==> src/rtl/imem_boot_loader_if.sv <==
// Byte-stream input and instruction-memory write bus of the boot loader.
// master = loader side (consumes bytes, drives imem and CPU control), slave = its environment.
interface imem_boot_loader_if #(
  parameter int ADDR_W = 8
);
  logic              rx_valid;
  logic [7:0]        rx_data;
  logic              rx_ready;
  logic              imem_we;
  logic [ADDR_W-1:0] imem_addr;
  logic [31:0]       imem_wdata;
  logic              cpu_rst;
  logic              done;
  logic              err;

  modport master (
    input  rx_valid, rx_data,
    output rx_ready, imem_we, imem_addr, imem_wdata, cpu_rst, done, err
  );

  modport slave (
    output rx_valid, rx_data,
    input  rx_ready, imem_we, imem_addr, imem_wdata, cpu_rst, done, err
  );
endinterface

==> src/rtl/imem_boot_loader.sv <==
// Framed byte-stream program loader: SYNC, COUNT, COUNT x 4 data bytes (LSB first), CHK.
// Writes words to imem from address 0 and holds the CPU in reset until a valid image lands.
module imem_boot_loader #(
  parameter logic [7:0] SYNC_BYTE = 8'hA5,
  parameter int         ADDR_W    = 8
) (
  input logic               clk,
  input logic               rst,
  imem_boot_loader_if.master bus
);

  typedef enum logic [2:0] {
    IDLE, COUNT, DATA, WRITE, CHECK, DONE, ERROR
  } state_t;

  state_t            stateReg;
  logic [ADDR_W:0]   countReg;
  logic [ADDR_W:0]   wordIdxReg;
  logic [1:0]        byteIdxReg;
  logic [7:0]        chkReg;
  logic [31:0]       wordBufReg;

  logic              accept;
  logic              isSync;
  logic [31:0]       laneWord;
  logic [ADDR_W-1:0] countField;
  logic [ADDR_W:0]   countDecoded;
  logic [ADDR_W:0]   wordIdxInc;

  assign accept     = bus.rx_valid && bus.rx_ready;
  assign isSync     = (bus.rx_data == SYNC_BYTE);
  assign wordIdxInc = wordIdxReg + 1'b1;

  // A count field of zero means a full memory of 2^ADDR_W words.
  assign countField   = ADDR_W'(bus.rx_data);
  assign countDecoded = (countField == '0) ? {1'b1, {ADDR_W{1'b0}}}
                                           : {1'b0, countField};

  // Incoming byte replaces only the lane selected by the byte index.
  genvar gi;
  generate
    for (gi = 0; gi < 4; gi++) begin : g_lane
      assign laneWord[8*gi +: 8] = (byteIdxReg == 2'(gi)) ? bus.rx_data
                                                           : wordBufReg[8*gi +: 8];
    end
  endgenerate

  always_ff @(posedge clk or negedge rst) begin
    if (!rst) begin
      stateReg       <= IDLE;
      countReg       <= '0;
      wordIdxReg     <= '0;
      byteIdxReg     <= '0;
      chkReg         <= '0;
      wordBufReg     <= '0;
      bus.rx_ready   <= 1'b1;
      bus.imem_we    <= 1'b0;
      bus.imem_addr  <= '0;
      bus.imem_wdata <= '0;
      bus.cpu_rst    <= 1'b1;
      bus.done       <= 1'b0;
      bus.err        <= 1'b0;
    end else begin
      bus.imem_we  <= 1'b0;
      bus.rx_ready <= 1'b1;

      case (stateReg)
        IDLE: begin
          if (accept && isSync) begin
            stateReg   <= COUNT;
            chkReg     <= '0;
            wordIdxReg <= '0;
            byteIdxReg <= '0;
            wordBufReg <= '0;
          end
        end

        COUNT: begin
          if (accept) begin
            countReg <= countDecoded;
            chkReg   <= chkReg ^ bus.rx_data;
            stateReg <= DATA;
          end
        end

        DATA: begin
          if (accept) begin
            chkReg     <= chkReg ^ bus.rx_data;
            wordBufReg <= laneWord;
            byteIdxReg <= byteIdxReg + 2'd1;
            if (byteIdxReg == 2'd3) begin
              stateReg       <= WRITE;
              bus.imem_we    <= 1'b1;
              bus.imem_addr  <= wordIdxReg[ADDR_W-1:0];
              bus.imem_wdata <= laneWord;
              bus.rx_ready   <= 1'b0;
            end
          end
        end

        // Single stall cycle while the word strobe is on the bus.
        WRITE: begin
          wordIdxReg <= wordIdxInc;
          stateReg   <= (wordIdxInc == countReg) ? CHECK : DATA;
        end

        CHECK: begin
          if (accept) begin
            if (bus.rx_data == chkReg) begin
              stateReg    <= DONE;
              bus.done    <= 1'b1;
              bus.cpu_rst <= 1'b0;
            end else begin
              stateReg    <= ERROR;
              bus.err     <= 1'b1;
              bus.cpu_rst <= 1'b1;
            end
          end
        end

        DONE, ERROR: begin
          if (accept && isSync) begin
            stateReg    <= COUNT;
            chkReg      <= '0;
            wordIdxReg  <= '0;
            byteIdxReg  <= '0;
            wordBufReg  <= '0;
            bus.cpu_rst <= 1'b1;
            bus.done    <= 1'b0;
            bus.err     <= 1'b0;
          end
        end

        default: stateReg <= IDLE;
      endcase
    end
  end

endmodule
==> src/flat_wrapper.sv <==
// flat-port wrapper written by rule: the top's interface ports become plain ports
module imem_boot_loader_flat 
#(
  parameter logic [7:0] SYNC_BYTE = 8'hA5,
  parameter int         ADDR_W    = 8
)
  (clk, rst, bus_rx_valid, bus_rx_data, bus_rx_ready, bus_imem_we, bus_imem_addr, bus_imem_wdata, bus_cpu_rst, bus_done, bus_err);
  imem_boot_loader_if #(.ADDR_W(ADDR_W)) bus_i ();
  input logic clk;
  input logic rst;
  input wire logic [$bits(bus_i.rx_valid)-1:0] bus_rx_valid;
  input wire logic [$bits(bus_i.rx_data)-1:0] bus_rx_data;
  output wire logic [$bits(bus_i.rx_ready)-1:0] bus_rx_ready;
  output wire logic [$bits(bus_i.imem_we)-1:0] bus_imem_we;
  output wire logic [$bits(bus_i.imem_addr)-1:0] bus_imem_addr;
  output wire logic [$bits(bus_i.imem_wdata)-1:0] bus_imem_wdata;
  output wire logic [$bits(bus_i.cpu_rst)-1:0] bus_cpu_rst;
  output wire logic [$bits(bus_i.done)-1:0] bus_done;
  output wire logic [$bits(bus_i.err)-1:0] bus_err;
  assign bus_i.rx_valid = bus_rx_valid;
  assign bus_i.rx_data = bus_rx_data;
  assign bus_rx_ready = bus_i.rx_ready;
  assign bus_imem_we = bus_i.imem_we;
  assign bus_imem_addr = bus_i.imem_addr;
  assign bus_imem_wdata = bus_i.imem_wdata;
  assign bus_cpu_rst = bus_i.cpu_rst;
  assign bus_done = bus_i.done;
  assign bus_err = bus_i.err;
  imem_boot_loader #(.SYNC_BYTE(SYNC_BYTE), .ADDR_W(ADDR_W)) u_core (.clk(clk), .rst(rst), .bus(bus_i));
endmodule
==> config.mk <==
export PLATFORM = sky130hd
export DESIGN_NAME = imem_boot_loader_flat
export DESIGN_NICKNAME = d
export VERILOG_FILES = /design/src/rtl/imem_boot_loader_if.sv /design/src/rtl/imem_boot_loader.sv /design/src/flat_wrapper.sv
export SDC_FILE = /design/constraint.sdc
export NUM_CORES = 1
export LEC_CHECK = 0
export CAP_MARGIN = 15
export CORE_ASPECT_RATIO = 0.5
export CORE_UTILIZATION = 51
export DETAILED_ROUTE_END_ITERATION = 8
export HOLD_SLACK_MARGIN = 0.1
export PLACE_DENSITY_LB_ADDON = 0.15
export SYNTH_ARGS = -nofsm -noshare
export SYNTH_HDL_FRONTEND = slang
export SYNTH_SLANG_ARGS = --single-unit
==> constraint.sdc <==
create_clock -name clk -period 2.4 [get_ports clk]
set_input_delay 0.36 -clock clk [delete_from_list [all_inputs] [get_ports clk]]
set_output_delay 0.36 -clock clk [all_outputs]
set_load 0.01 [all_outputs]
==> metrics list <==
* Start point of the worst hold path: u_core.bus.imem_addr[5]
- Setup repair after global routing left no endpoint under its margin.
* Post-route minimum period: approximately 2.3 ns
- Based on the critical path, the design can be clocked at up to 441.9 MHz.
- Dividing the synthesized area by the synthesized cell count gives 9.707 um^2.
- YS warnings: 0
* Period Utilization, post-route: 0.9430
- Ant. Diodes: 0
- The number of nets in the synthesized netlist is 524.
- The floorplan step set the die height to roughly 72 um.
* Smallest hold slack: roughly 0.47 ns
- After detailed routing, the number of remaining DRC violations is 0.
- In the global route stage, overall resource usage came out at 0.2356.
- Fraction of final layout cells with drive strength greater than 1: 0.1376
- The routed layout has ~3900 vias.
- # port buffers: 55
- Fin Setup TNS: 0 ns
- Pin count of the biggest net entering global routing: between 60 and 70
- Result of the run: complete, no violations
* Clock tree from TritonCTS: yes
- Worst-case hold path end point: u_core.bus.imem_addr[5]
- Clock buffers created by TritonCTS: 9
- After synthesis the cells add up to slightly below 0.005 mm^2.
- Routability-driven placement finished with a final weighted congestion of 0.8745.
* Sum of routed wire length over all layers: about 11 mm
* Most used flip-flop cell after synthesis: sky130_fd_sc_hd__dfrtp_1
- Leak pwr: about 2.7 nW
- Setup-violating endpoint count in the final report: 0
- The H-tree was split into 3 levels.
- In the routed layout, each cell is associated on average with a via count of 5.491.
- The worst setup path is launched from an input port.
- STA classifies the critical path endpoint as a register.
* Number of distinct library cells after synthesis: between 50 and 60
* Final slew viol count: 0
- The number of antenna violations at the first check in global routing came to 0.
* First-pass DRT Iterations: 5
- After floorplanning, the core was divided into 24 placement rows.
- Horizontal die dimension: 141.1 um
* Die footprint: approximately 0.010 mm^2
- Worst-path maximum fanout: 11
* Gate count after technology mapping: approximately 510
- In the final routed layout, each cell accounts on average for about 16 um.
* Clock network latency to the later pin of the worst-skew pair: roughly 0.35 ns
- The final hold violation count is 0.
- Max rail drop VDD: a little under 500 uV
* Required @ worst endpoint: about 2.7 ns
- Top Ports: 56
* Actual transition at the worst max-transition pin: between 0.4 and 0.5 ns
* Detailed router's first-iteration violation count: a little over 200
- Share of the synthesized area in the top cell type: 0.4973
* HP Class: register to register
* Asr flop ratio synth: 1.000
- Overall power after layout: 0.006453 W
* Register-to-register path setup slack: 0.29 ns
* Number of cells on the worst hold path: 2
- CTS clock-pin slew for the worst setup and hold paths: about 0.07 ns
- Data on the critical path arrives at its endpoint at about 2.5 ns.
* Initial core utilization: 0.5455
- The worst register-to-register path ends at u_core.stateReg[2].
- Fraction of the core area covered by cells at the end of the flow: 0.6703
* RR Startpoint: u_core.wordIdxReg[1]
- The core region is 0.009039 mm^2.
* Max-cap violations: 0
- Compared with the post-synthesis result, the final layout area differs by 22.86%.
- Counting flops with a built-in enable in the synthesized netlist gives 0.
- Leaving out filler cells and counting taps, the final layout contains roughly 700.
* First-pass GRT wire length: 18.44 mm
- Detailed placement finished with a half-perimeter wire length of approximately 7.6 mm.
- No sink is reached through more buffers than the 2 on the longest clock path.
- Depth of the worst register-to-register path: 7
- Flop and latch count out of synthesis: 100
- Once placement completed, the tool counted placed cells totaling slightly below 700.
- The total overflow left after global routing is 0.
- Final net count: approximately 590
* Largest area contributor in the synthesized netlist: sky130_fd_sc_hd__dfrtp_1
- In this run the tightest slew margin relative to its limit is 0.6706.
* Power density over the cells: 1065 mW/mm^2
* Via count of the first global-routing pass: ~3800
- Number of sinks on the clock net: 100
- Portion of the post-synthesis area used by sequential elements: 0.5080
- Layout Skew: a little under 0.008 ns
- Remaining antenna violation count: 0
* Largest cells by area after synthesis: sky130_fd_sc_hd__dfrtp_1 (50%), sky130_fd_sc_hd__nand2_1 (7.1%), sky130_fd_sc_hd__o21ai_0 (5.6%), sky130_fd_sc_hd__mux2i_1 (4.9%), sky130_fd_sc_hd__a22o_1 (4.6%)
- Master cell of the clock root buffer: sky130_fd_sc_hd__clkbuf_16
* Worst setup path category: input port to register
## logic make-up after synthesis
group	count (synthesis)	synth area share
AO/OA/AOI/OAI	127	0.1705
XOR/XNOR	15	0.02664
adder cells (fa/ha/maj)	5	0.01269
buffers and inverters	52	0.04136
flip-flops	100	0.5080
multiplexers	34	0.07156
AND/OR/NAND/NOR	175	0.1693
## state kept, by name, summed over array words and instances (netlist names)
register / cells
u_core.bus.rx_ready: 1
u_core.bus.imem_wdata: 32
u_core.bus.imem_addr: 8
u_core.bus.done: 1
u_core.bus.cpu_rst: 1
u_core.bus.imem_we: 1
u_core.wordIdxReg: 9
u_core.chkReg: 8
u_core.wordBufReg: 24
u_core.bus.err: 1
u_core.countReg: 9
u_core.byteIdxReg: 2
u_core.stateReg: 3
## what timing repair did
action	in CTS	in global routing
gates resized for setup	0	2
endpoints found under the hold margin	31	0
hold buffers	1	0
setup endpoints to repair	0	21
buffers inserted	0	0
## metrics by stage
step	worst slack [ns]	cell area, um^2
after floorplan	0.2989	4931
after global placement	-0.2529	5769
after detailed placement	-0.3248	5769
after CTS	0.04856	6050
after global routing	0.02201	6058
final	0.1369	6058
## synth_stat cells, drive strengths merged, types with 6 or more instances
cell type  number
o21ai          64
nand2          94
xnor2          12
a22o           26
and2            6
a21oi          14
nand2b         11
mux2           10
buf             8
inv            10
nor2           24
dfrtp          98
clkbuf         33
nor3            6
mux2i          24
## layout make-up
type,instances,area (um^2)
Clock inverter,4,33.78
Fill cell,754,2980
Multi-Input combinational cell,356,2233
Clock buffer,12,236.5
Sequential cell,100,2505
Tap cell,130,162.7
Timing Repair Buffer,91,845.8
Inverter,11,41.29
## per-layer routing
metal | vias to the layer above | wire (um) | GRT usage
met5 | - | 0 | 0
met4 | 0 | 78 | 0.05556
met3 | 9 | 473 | 0.05615
met2 | 84 | 4928 | 0.3735
met1 | 1890 | 5506 | 0.3308
li1 | 1883 | - | -
## worst max path at each step
stage / from / to / slack, ns / cells past startpoint
floorplan: bus_rx_data[4] / u_core.bus.cpu_rst / 0.30 / 7
global placement: bus_rx_data[4] / u_core.bus.cpu_rst / -0.25 / 7
detailed placement: bus_rx_data[4] / u_core.chkReg[4] / -0.32 / 7
CTS: bus_rx_data[4] / u_core.chkReg[4] / 0.05 / 7
global route: bus_rx_data[4] / u_core.chkReg[0] / 0.02 / 7
finish: bus_rx_data[1] / u_core.bus.cpu_rst / 0.14 / 7
## report_power, final
part	total (W)	leakage, nW	switching (W)	internal [W]
Combinational	0.00252	1.26	0.00125	0.00127
Sequential	0.00259	1.32	0.000399	0.00219
Clock	0.00134	0.127	0.000630	0.000712
## critical path, cell delays in order
cell and delay [ns]:
sky130_fd_sc_hd__clkdlybuf4s50_1 0.48, sky130_fd_sc_hd__buf_4 0.21, sky130_fd_sc_hd__xnor2_1 0.13, sky130_fd_sc_hd__o221ai_1 0.12, sky130_fd_sc_hd__or4_1 0.59, sky130_fd_sc_hd__or3b_1 0.39, sky130_fd_sc_hd__mux2_2 0.26
## cells in the final DEF (no fill, tap or decap), drive strengths merged, types with 12 or more instances in the layout
cell and n:
nor2 24, a22o 26, dfrtp 98, a21oi 14
xnor2 12, buf 36, nand2 94, mux2i 24
o21ai 64, clkbuf 12, clkdlybuf4s50 54
Note: power is estimated with default switching activity, not from simulation.
